===== src/rtl/clkdiv_pkg.sv =====
// Shared constants and configuration type for the multi-channel clock divider.
package clkdiv_pkg;

   localparam int CNT_W_DEF      = 16;
   localparam int DEF_PERIOD_DEF = 100;
   localparam int MIN_PERIOD     = 2;

   // Per-channel divider configuration at the default counter width.
   typedef struct packed {
      logic [CNT_W_DEF-1:0] period;
      logic [CNT_W_DEF-1:0] high;
   } ch_cfg_t;

endpackage


===== src/rtl/clkdiv_channel.sv =====
// One divider channel: period counter, active and pending (P,H) registers,
// and registered clk_out/tick.
// The tick flop exists only when CLOCK_DIVIDER_MULTI_TICK_EN is defined;
// otherwise tick is tied low.
// wr is a one-cycle strobe with no back-pressure: every strobe is taken into
// the pending registers on the edge where it is high.
module clkdiv_channel import clkdiv_pkg::*; #(
   parameter int CNT_W      = CNT_W_DEF,
   parameter int DEF_PERIOD = DEF_PERIOD_DEF
) (
   input  logic             baseclock,
   input  logic             reset_n,
   input  logic             en,
   input  logic             sync,
   input  logic             wr,
   input  logic [CNT_W-1:0] wr_period,
   input  logic [CNT_W-1:0] wr_high,
   output logic             clk_out,
   output logic             tick
);

   typedef struct packed {
      logic [CNT_W-1:0] period;
      logic [CNT_W-1:0] high;
   } cfg_t;

   localparam cfg_t RESET_CFG = '{period: CNT_W'(DEF_PERIOD), high: CNT_W'(DEF_PERIOD / 2)};

   cfg_t             act_q;
   cfg_t             pend_q;
   cfg_t             eff;
   logic             pend_v_q;
   logic             run_q;
   logic [CNT_W-1:0] cnt_q;
   logic [CNT_W-1:0] cnt_n;
   logic             wrap;
   logic             apply;
   logic             clk_n;

   // Next count and the configuration that governs the next cycle.
   always_comb begin
      wrap  = run_q && (cnt_q == act_q.period - CNT_W'(1));
      apply = pend_v_q && (!en || !run_q || sync || wrap);
      eff   = apply ? pend_q : act_q;
      cnt_n = '0;
      if (en && run_q && !sync && !wrap) begin
         cnt_n = cnt_q + CNT_W'(1);
      end
      clk_n = en && (cnt_n < eff.high);
   end

   // Counter, run flag, active/pending configuration and clk_out flop.
   always_ff @(posedge baseclock or negedge reset_n) begin
      if (!reset_n) begin
         cnt_q    <= '0;
         run_q    <= 1'b0;
         act_q    <= RESET_CFG;
         pend_q   <= RESET_CFG;
         pend_v_q <= 1'b0;
         clk_out  <= 1'b0;
      end else begin
         cnt_q   <= cnt_n;
         run_q   <= en;
         clk_out <= clk_n;
         if (apply) begin
            act_q    <= pend_q;
            pend_v_q <= 1'b0;
         end
         // A write on the applying edge is kept for the next boundary.
         if (wr) begin
            pend_q   <= '{period: wr_period, high: wr_high};
            pend_v_q <= 1'b1;
         end
      end
   end

`ifdef CLOCK_DIVIDER_MULTI_TICK_EN
   logic tick_q;

   // Tick is high while the count sits on the last cycle of its period.
   always_ff @(posedge baseclock or negedge reset_n) begin
      if (!reset_n) begin
         tick_q <= 1'b0;
      end else begin
         tick_q <= en && (cnt_n == eff.period - CNT_W'(1));
      end
   end

   assign tick = tick_q;
`else
   assign tick = 1'b0;
`endif

endmodule


===== src/rtl/clock_divider_multi.sv =====
// Multi-channel programmable clock divider: shared config bus with write
// validation and a cfg_err pulse, NUM_CH independent divider channels.
// Define CLOCK_DIVIDER_MULTI_TICK_EN to build the per-channel tick logic.
// cfg_we is a one-cycle strobe with no ready: a good write is always taken,
// a bad one (period below MIN_PERIOD or channel out of range) is dropped and
// flagged on cfg_err in the following cycle.
module clock_divider_multi import clkdiv_pkg::*; #(
   parameter int NUM_CH     = 4,
   parameter int CNT_W      = CNT_W_DEF,
   parameter int DEF_PERIOD = DEF_PERIOD_DEF
) (
   input  logic                                         baseclock,
   input  logic                                         reset_n,
   input  logic                                         cfg_we,
   input  logic [((NUM_CH > 1) ? $clog2(NUM_CH) : 1)-1:0] cfg_ch,
   input  logic [CNT_W-1:0]                             cfg_period,
   input  logic [CNT_W-1:0]                             cfg_high,
   output logic                                         cfg_err,
   input  logic [NUM_CH-1:0]                            ch_en,
   input  logic                                         sync,
   output logic [NUM_CH-1:0]                            clk_out,
   output logic [NUM_CH-1:0]                            tick
);

   logic              cfg_ok;
   logic [NUM_CH-1:0] wr_sel;

   // Validate the write and steer it to exactly one channel.
   always_comb begin
      cfg_ok = (cfg_period >= CNT_W'(MIN_PERIOD)) && (32'(cfg_ch) < 32'(NUM_CH));
      wr_sel = '0;
      for (int i = 0; i < NUM_CH; i++) begin
         wr_sel[i] = cfg_we && cfg_ok && (32'(cfg_ch) == 32'(i));
      end
   end

   // Rejected writes pulse cfg_err for one cycle.
   always_ff @(posedge baseclock or negedge reset_n) begin
      if (!reset_n) begin
         cfg_err <= 1'b0;
      end else begin
         cfg_err <= cfg_we && !cfg_ok;
      end
   end

   for (genvar g = 0; g < NUM_CH; g++) begin : g_ch
      clkdiv_channel #(
         .CNT_W      (CNT_W),
         .DEF_PERIOD (DEF_PERIOD)
      ) u_ch (
         .baseclock (baseclock),
         .reset_n   (reset_n),
         .en        (ch_en[g]),
         .sync      (sync),
         .wr        (wr_sel[g]),
         .wr_period (cfg_period),
         .wr_high   (cfg_high),
         .clk_out   (clk_out[g]),
         .tick      (tick[g])
      );
   end

endmodule


===== config.mk =====
export PLATFORM = sky130hd
export DESIGN_NAME = clock_divider_multi
export DESIGN_NICKNAME = d
export VERILOG_FILES = /design/src/rtl/clkdiv_pkg.sv /design/src/rtl/clkdiv_channel.sv /design/src/rtl/clock_divider_multi.sv
export SDC_FILE = /design/constraint.sdc
export NUM_CORES = 1
export LEC_CHECK = 0
export CAP_MARGIN = 20
export CORE_MARGIN = 2
export CORE_UTILIZATION = 60
export CTS_CLUSTER_SIZE = 14
export DETAILED_ROUTE_END_ITERATION = 10
export PLACE_DENSITY_LB_ADDON = 0.12
export SYNTH_ARGS = -nofsm -noshare
export SYNTH_HDL_FRONTEND = slang
export SYNTH_SLANG_ARGS = --single-unit

===== constraint.sdc =====
create_clock -name baseclock -period 8.4 [get_ports baseclock]
set_input_delay 1.26 -clock baseclock [delete_from_list [all_inputs] [get_ports baseclock]]
set_output_delay 1.26 -clock baseclock [all_outputs]
set_load 0.01 [all_outputs]

After elaboration in Yosys (flattened, before gate mapping)
Index checks and enable logic that the tools add are counted.

Word-level logic and storage cells: 130. Memories kept: 0. Output and inout port bits: 9. Bits in read-only memories: 0. Bits of input ports: 42. Bits in writable memories: 0. Bits in latches: 0. Register bits: 333.

Bitwise gates (word level): 0. Muxes and demuxes: 16. Order comparisons: 5. $mul: 0. Add/subtract/negate cells: 8. Reduce and logical (&&, ||, !) cells: 61. Shift-type cells: 0. Eq/ne operators: 7. Div/mod/pow operators: 0.

Operators by type and width (number): 2-to-1 mux 16 bit (8); adder 16 x 1 -> 16 bit, second input constant (4); equality test 16 bit (4); less-than comparator 16 bit (4); subtractor 16 x 1 -> 16 bit, second input constant (4); logical AND 1 bit (30); >= comparator 16 x 2 -> 1 bit, second input constant (1); zero test 1 bit (14); logical OR 1 bit (12); 2-to-1 mux 1 bit (8); nonzero test 2 bit (4); equality test 2 bit, second input constant (2); equality test 2 x 1 -> 1 bit, second input constant (1); zero test 2 bit (1).

Longest topological paths before layout
Depth in word-level cells: 8. Gate-level depth with buffers: 22. Mapped depth without buffers: 19.

Modules after synthesis
From an unflattened synthesis, not the netlist that was laid out.

Cell total of the unflattened synthesis: 1480. Area total of the unflattened synthesis: 17838.4 um^2.

By module, submodules not included: clkdiv_channel (area an instance 4433.0 um^2, instances 4, cells each 367, seq. area each 2092.0 um^2); clock_divider_multi (area an instance 106.4 um^2, instances 1, cells each 12, seq. area each 25.0 um^2).

Worst setup path before layout
No wires, ideal clock.

Path kind: reg2reg. Start: reg g_ch[2].u_ch.act_q[16] (netlist bit). End: reg g_ch[2].u_ch.clk_out. Setup time: 78 ps. Cell stages (with the launch flop): 22. Data required time: 8322 ps. Buffers on the path: 3. Period minus slack after synthesis: 4527 ps. Arrival: 4449 ps. Setup slack: 3873 ps. Cells stage by stage: dfrtp_1 inv_1 ha_1 or4b_1 clkbuf_1 xor2_1 or3_1 a2111oi_4 nand4_2 a21boi_2 buf_4 buf_8 mux2i_1 ha_1 a21o_1 a21oi_1 nor2b_1 o211ai_1 a31oi_1 nor4b_1 o311ai_0 o2bb2ai_1.

Word-level cells in the longest chain between the ends: 8. Elaborated cells between the ends (all ways): 11. Classes of those cells: add/sub (1); order compare (1); eq/ne (1); mux (2); reduce/logical (6).

RTL lines: start, declared (line clkdiv_channel.sv:29) `cfg_t act_q;`; start signal, assigned (line clkdiv_channel.sv:66) `act_q <= pend_q;`; subtractor 16 x 1 -> 16 bit * (line clkdiv_channel.sv:42) `wrap = run_q && (cnt_q == act_q.period - CNT_W'(1));`; equality test 16 bit * (line clkdiv_channel.sv:42); logical AND 1 bit * (line clkdiv_channel.sv:42); zero test 1 bit / logical OR 1 bit (equally long branches) (line clkdiv_channel.sv:46, clkdiv_channel.sv:43); logical AND 1 bit (on tied branches) (line clkdiv_channel.sv:46, clkdiv_channel.sv:43); 2-to-1 mux 16 bit (on tied branches) (line clkdiv_channel.sv:46, clkdiv_channel.sv:44); less-than comparator 16 bit * (line clkdiv_channel.sv:49) `clk_n = en && (cnt_n < eff.high);`; logical AND 1 bit * (line clkdiv_channel.sv:49); named net g_ch[2].u_ch.clk_n (line clkdiv_channel.sv:38) `logic clk_n;`; end signal, assigned (line clkdiv_channel.sv:64) `clk_out <= clk_n;`; end, declared (line clkdiv_channel.sv:18) `output logic clk_out,`.

The timed path passes the listed nets; every way through them passes the cells marked *. A chain may end at the register's enable or synchronous reset.

Worst setup path after layout
Start: reg g_ch[1].u_ch.act_q[16] (netlist bit). End: reg g_ch[1].u_ch.clk_out.

Word-level cells in the longest chain between the ends: 8. Elaborated cells between the ends (all ways): 11. Classes of those cells: add/sub (1); order compare (1); eq/ne (1); mux (2); reduce/logical (6).

RTL lines (line): start, declared (clkdiv_channel.sv:29); start signal, assigned (clkdiv_channel.sv:66); subtractor 16 x 1 -> 16 bit * (clkdiv_channel.sv:42); equality test 16 bit * (clkdiv_channel.sv:42); logical AND 1 bit * (clkdiv_channel.sv:42); zero test 1 bit / logical OR 1 bit (equally long branches) (clkdiv_channel.sv:46, clkdiv_channel.sv:43); logical AND 1 bit (on tied branches) (clkdiv_channel.sv:46, clkdiv_channel.sv:43); 2-to-1 mux 16 bit (on tied branches); less-than comparator 16 bit * (clkdiv_channel.sv:49); logical AND 1 bit * (clkdiv_channel.sv:49); named net g_ch[1].u_ch.clk_n (clkdiv_channel.sv:38); end signal, assigned (clkdiv_channel.sv:64); end, declared (clkdiv_channel.sv:18).

Marked as above.

==> impl_metrics.toml <==
[logic_synthesis]
syn_area_per_cell_sq_um = 12.0
netlist_area_sq_mm = 0.0173
synth_area_leaders = "dfrtp_1, mux2_2, dfstp_2, ha_1, mux2i_1"
async_reset_ff_share_pct = 100
synth_seq_cells = 333
yosysWarningCount = 0
synth_top_area_share_pct = 41.3
synth_edf_count = 0
synth_cell_types = 77
synth_common_cells = "dfrtp_1, mux2_2, nor2_1"
ys_seq_area_share_pct = 48.6
synth_flop_cell = "dfrtp_1"
yosysTopAreaCell = "dfrtp_1"
yosysMostFrequentCell = "dfrtp_1"
syn_inst = 1434

[placed_design]
place.gp.congestion = 0.881
port_buffers = 46
place_inst = 1817
dp_hpwl_microns = 25200

[setup_path]
path_buf_inv = 2
start_kind = "register"
cpPeakStageDelay_ns = 0.58
r2r_cells = 20
path_class = "register to register"
cp_cell_sequence = "inv_1 -> ha_1 -> nor3b_1 -> and3_1 -> o2111ai_1 -> or4_1 -> a2111oi_0 -> a21o_1 -> nand2_2 -> buf_4 -> mux2i_1 -> ha_1 -> a21o_1 -> a21oi_1 -> nor2b_1 -> o211ai_1 -> a31oi_1 -> nor4b_1 -> o211a_1 -> a22o_1"
path_delay_family = "simple AND/OR/NAND/NOR gates"
cp_max_fo = 28
required_ns = 8.85
arrival_ns = 6.22
cp-end-kind = "register"
cp_slowest_cell = "a21o_1"
crit_cells = 20

[floorplanning]
dieArea_sq_mm = 0.0301
core_area_sq_mm = 0.0285
die_h_microns = 174
die_w_microns = 174
io_pins = 51
row_count = 62
initial_core_util_pct = 60.5

[final_layout]
fillCellCount = 2206
antenna_cells = 0
final_layout_size_suffix_gt1_share_pct = 25.8
syn_to_final_growth_pct = 10.9
multi_input_area_sq_mm = 0.00847
num-nets-final = 1581
ff_latch_area_sq_mm = 0.00839
fin_cells = 1881

[timing]
grt_setup_unrepaired = "no"
skew_ns = 0.0117
finalHoldViolations = 0
worst_pin_slew_ns = 1.05
max_freq_mhz = 173
fin_crit_sh_pct = 68.7
fin_tns_setup_ns = 0
setup_viol = 0
drv_slew = 0
slew_headroom_pct = 29.6
post-route-min-period_ns = 5.77

[detailed_routing]
drtIter0Drc = 767
ant_nets = 0
routedWlPerCell_microns = 19.9
first_pass_iters = 4
wl_microns = 37400
drc = 0
vias = 11100
post_drt_via_cell_ratio = 5.90

[clock_tree]
cts_tree = "yes"
clock_sinks = 333
numCtsBuffers = 36
cts_setup_buffers = 0
max-clock-path-buffers = 3
h-tree-depth = 2
cts_resized = 0
clk_pin_slew_worst_paths_ns = 0.06
root_buffer = "clkbuf_16"
postCtsHoldBufs = 0
clk_latency_ns = 0.51

[global_routing]
grt_use_total_pct = 25.9
grt_max_degree = 154
grt_pass1_wl_microns = 61500
grt_pass1_vias = 11300
grt_antenna_before_repair = 5
globalRouteOverflowTotal = 0

[hold_path]
min_path_cells = 1
hp-class = "register to register"

[run_status]
outcome = "finished clean"

[power]
vdd_ir_drop_max_mv = 0.173
p_leak_nw = 8.36
cellPowerDensity_mw_per_mm2 = 257

[job]
cap_violations = 0
report_power, final:
| part | switching, mW | total (mW) | internal, mW |
|---|---|---|---|
| combinational | 0.482 | 1.07 | 0.587 |
| clock | 0.618 | 1.54 | 0.927 |
| sequential | 0.309 | 2.30 | 1.99 |
flip-flops by register name (all words and copies together), names as in the netlist:
name / flops
cfg_err: 1
g_ch.u_ch.act_q: 128
g_ch.u_ch.clk_out: 4
g_ch.u_ch.cnt_q: 64
g_ch.u_ch.pend_q: 128
g_ch.u_ch.pend_v_q: 4
g_ch.u_ch.run_q: 4
through the flow:
step	worst slack, ns	hold slack [ns]	power (mW)	util, %	area, sq um
3_5_place_dp	2.63	0.476	3.39	63.0	18000
5_1_grt	2.15	0.496	5.21	67.1	19100
2_1_floorplan	3.87	0.457	3.09	-	17300
4_1_cts	2.61	0.489	4.96	67.1	19100
3_3_place_gp	2.78	0.466	3.34	63.0	18000
6_report	2.63	0.484	4.91	67.1	19100
layout by cell type (no fill, tap or decap), types with 5 or more instances in the layout:
cell,synthesis,final
dfrtp_1,285,285
mux2_2,238,238
nor2_1,106,106
ha_1,68,68
xnor2_1,67,67
mux2i_1,65,65
xor2_1,61,61
nand2_1,51,49
nand3_1,48,48
dfstp_2,48,48
clkdlybuf4s50_1,0,45
clkbuf_16,0,37
inv_1,28,28
nand4_1,26,26
nor3_1,25,24
o21ai_0,21,21
a21oi_1,20,20
and3_1,19,19
a21o_1,19,19
nor4_1,15,15
mux2_4,15,15
nor2b_1,14,14
clkbuf_1,20,14
buf_4,10,9
or4_1,8,8
or3_1,7,7
o2111ai_1,7,7
nand3b_1,7,7
nor3b_1,6,6
a31oi_1,6,6
or2_2,6,6
clkbuf_8,0,6
mux2_1,5,5
metal layers:
layer | up-vias | GRT usage, % | part of all wire, %
met5 | - | 0 | 0
met3 | 61 | 4.25 | 4.8
met2 | 224 | 41.5 | 46
met1 | 5569 | 36.6 | 46
li1 | 5249 | - | -
met4 | 0 | 8.19 | 3.0
final cells by class:
type                            count  share of cell area (%)
Clock buffer                       57                    5.54
Clock inverter                      7                   0.464
Inverter                           28                   0.549
Multi-Input combinational cell   1016                    44.2
Sequential cell                   333                    43.8
Tap cell                          384                    2.51
Timing Repair Buffer               56                    2.89
logic make-up (layout without fill, tap and decap cells):
group,count (synthesis),count (layout),synth area share [%]
simple gates,366,366,11.1
compound gates,126,126,5.28
buf+inv,88,148,2.57
other cells,1,4,0.0217
fa+ha+maj,69,69,4.99
mux,323,323,20.9
xor+xnor,128,128,6.49
flops,333,333,48.6
worst paths after layout:
check,startpoint,to,slack (ns)
worst max-delay path,g_ch[1].u_ch.act_q[16],g_ch[1].u_ch.clk_out,2.63
worst min-delay path,g_ch[2].u_ch.act_q[7],g_ch[2].u_ch.act_q[7],0.48
worst max register to register,g_ch[1].u_ch.act_q[16],g_ch[1].u_ch.clk_out,2.63
worst min register to register,g_ch[2].u_ch.act_q[7],g_ch[2].u_ch.act_q[7],0.48
max in group asynchronous,reset_n,g_ch[1].u_ch.act_q[6],6.26
min in group asynchronous,reset_n,g_ch[3].u_ch.act_q[16],0.80
No activity file was read; power rests on OpenSTA's default activity.
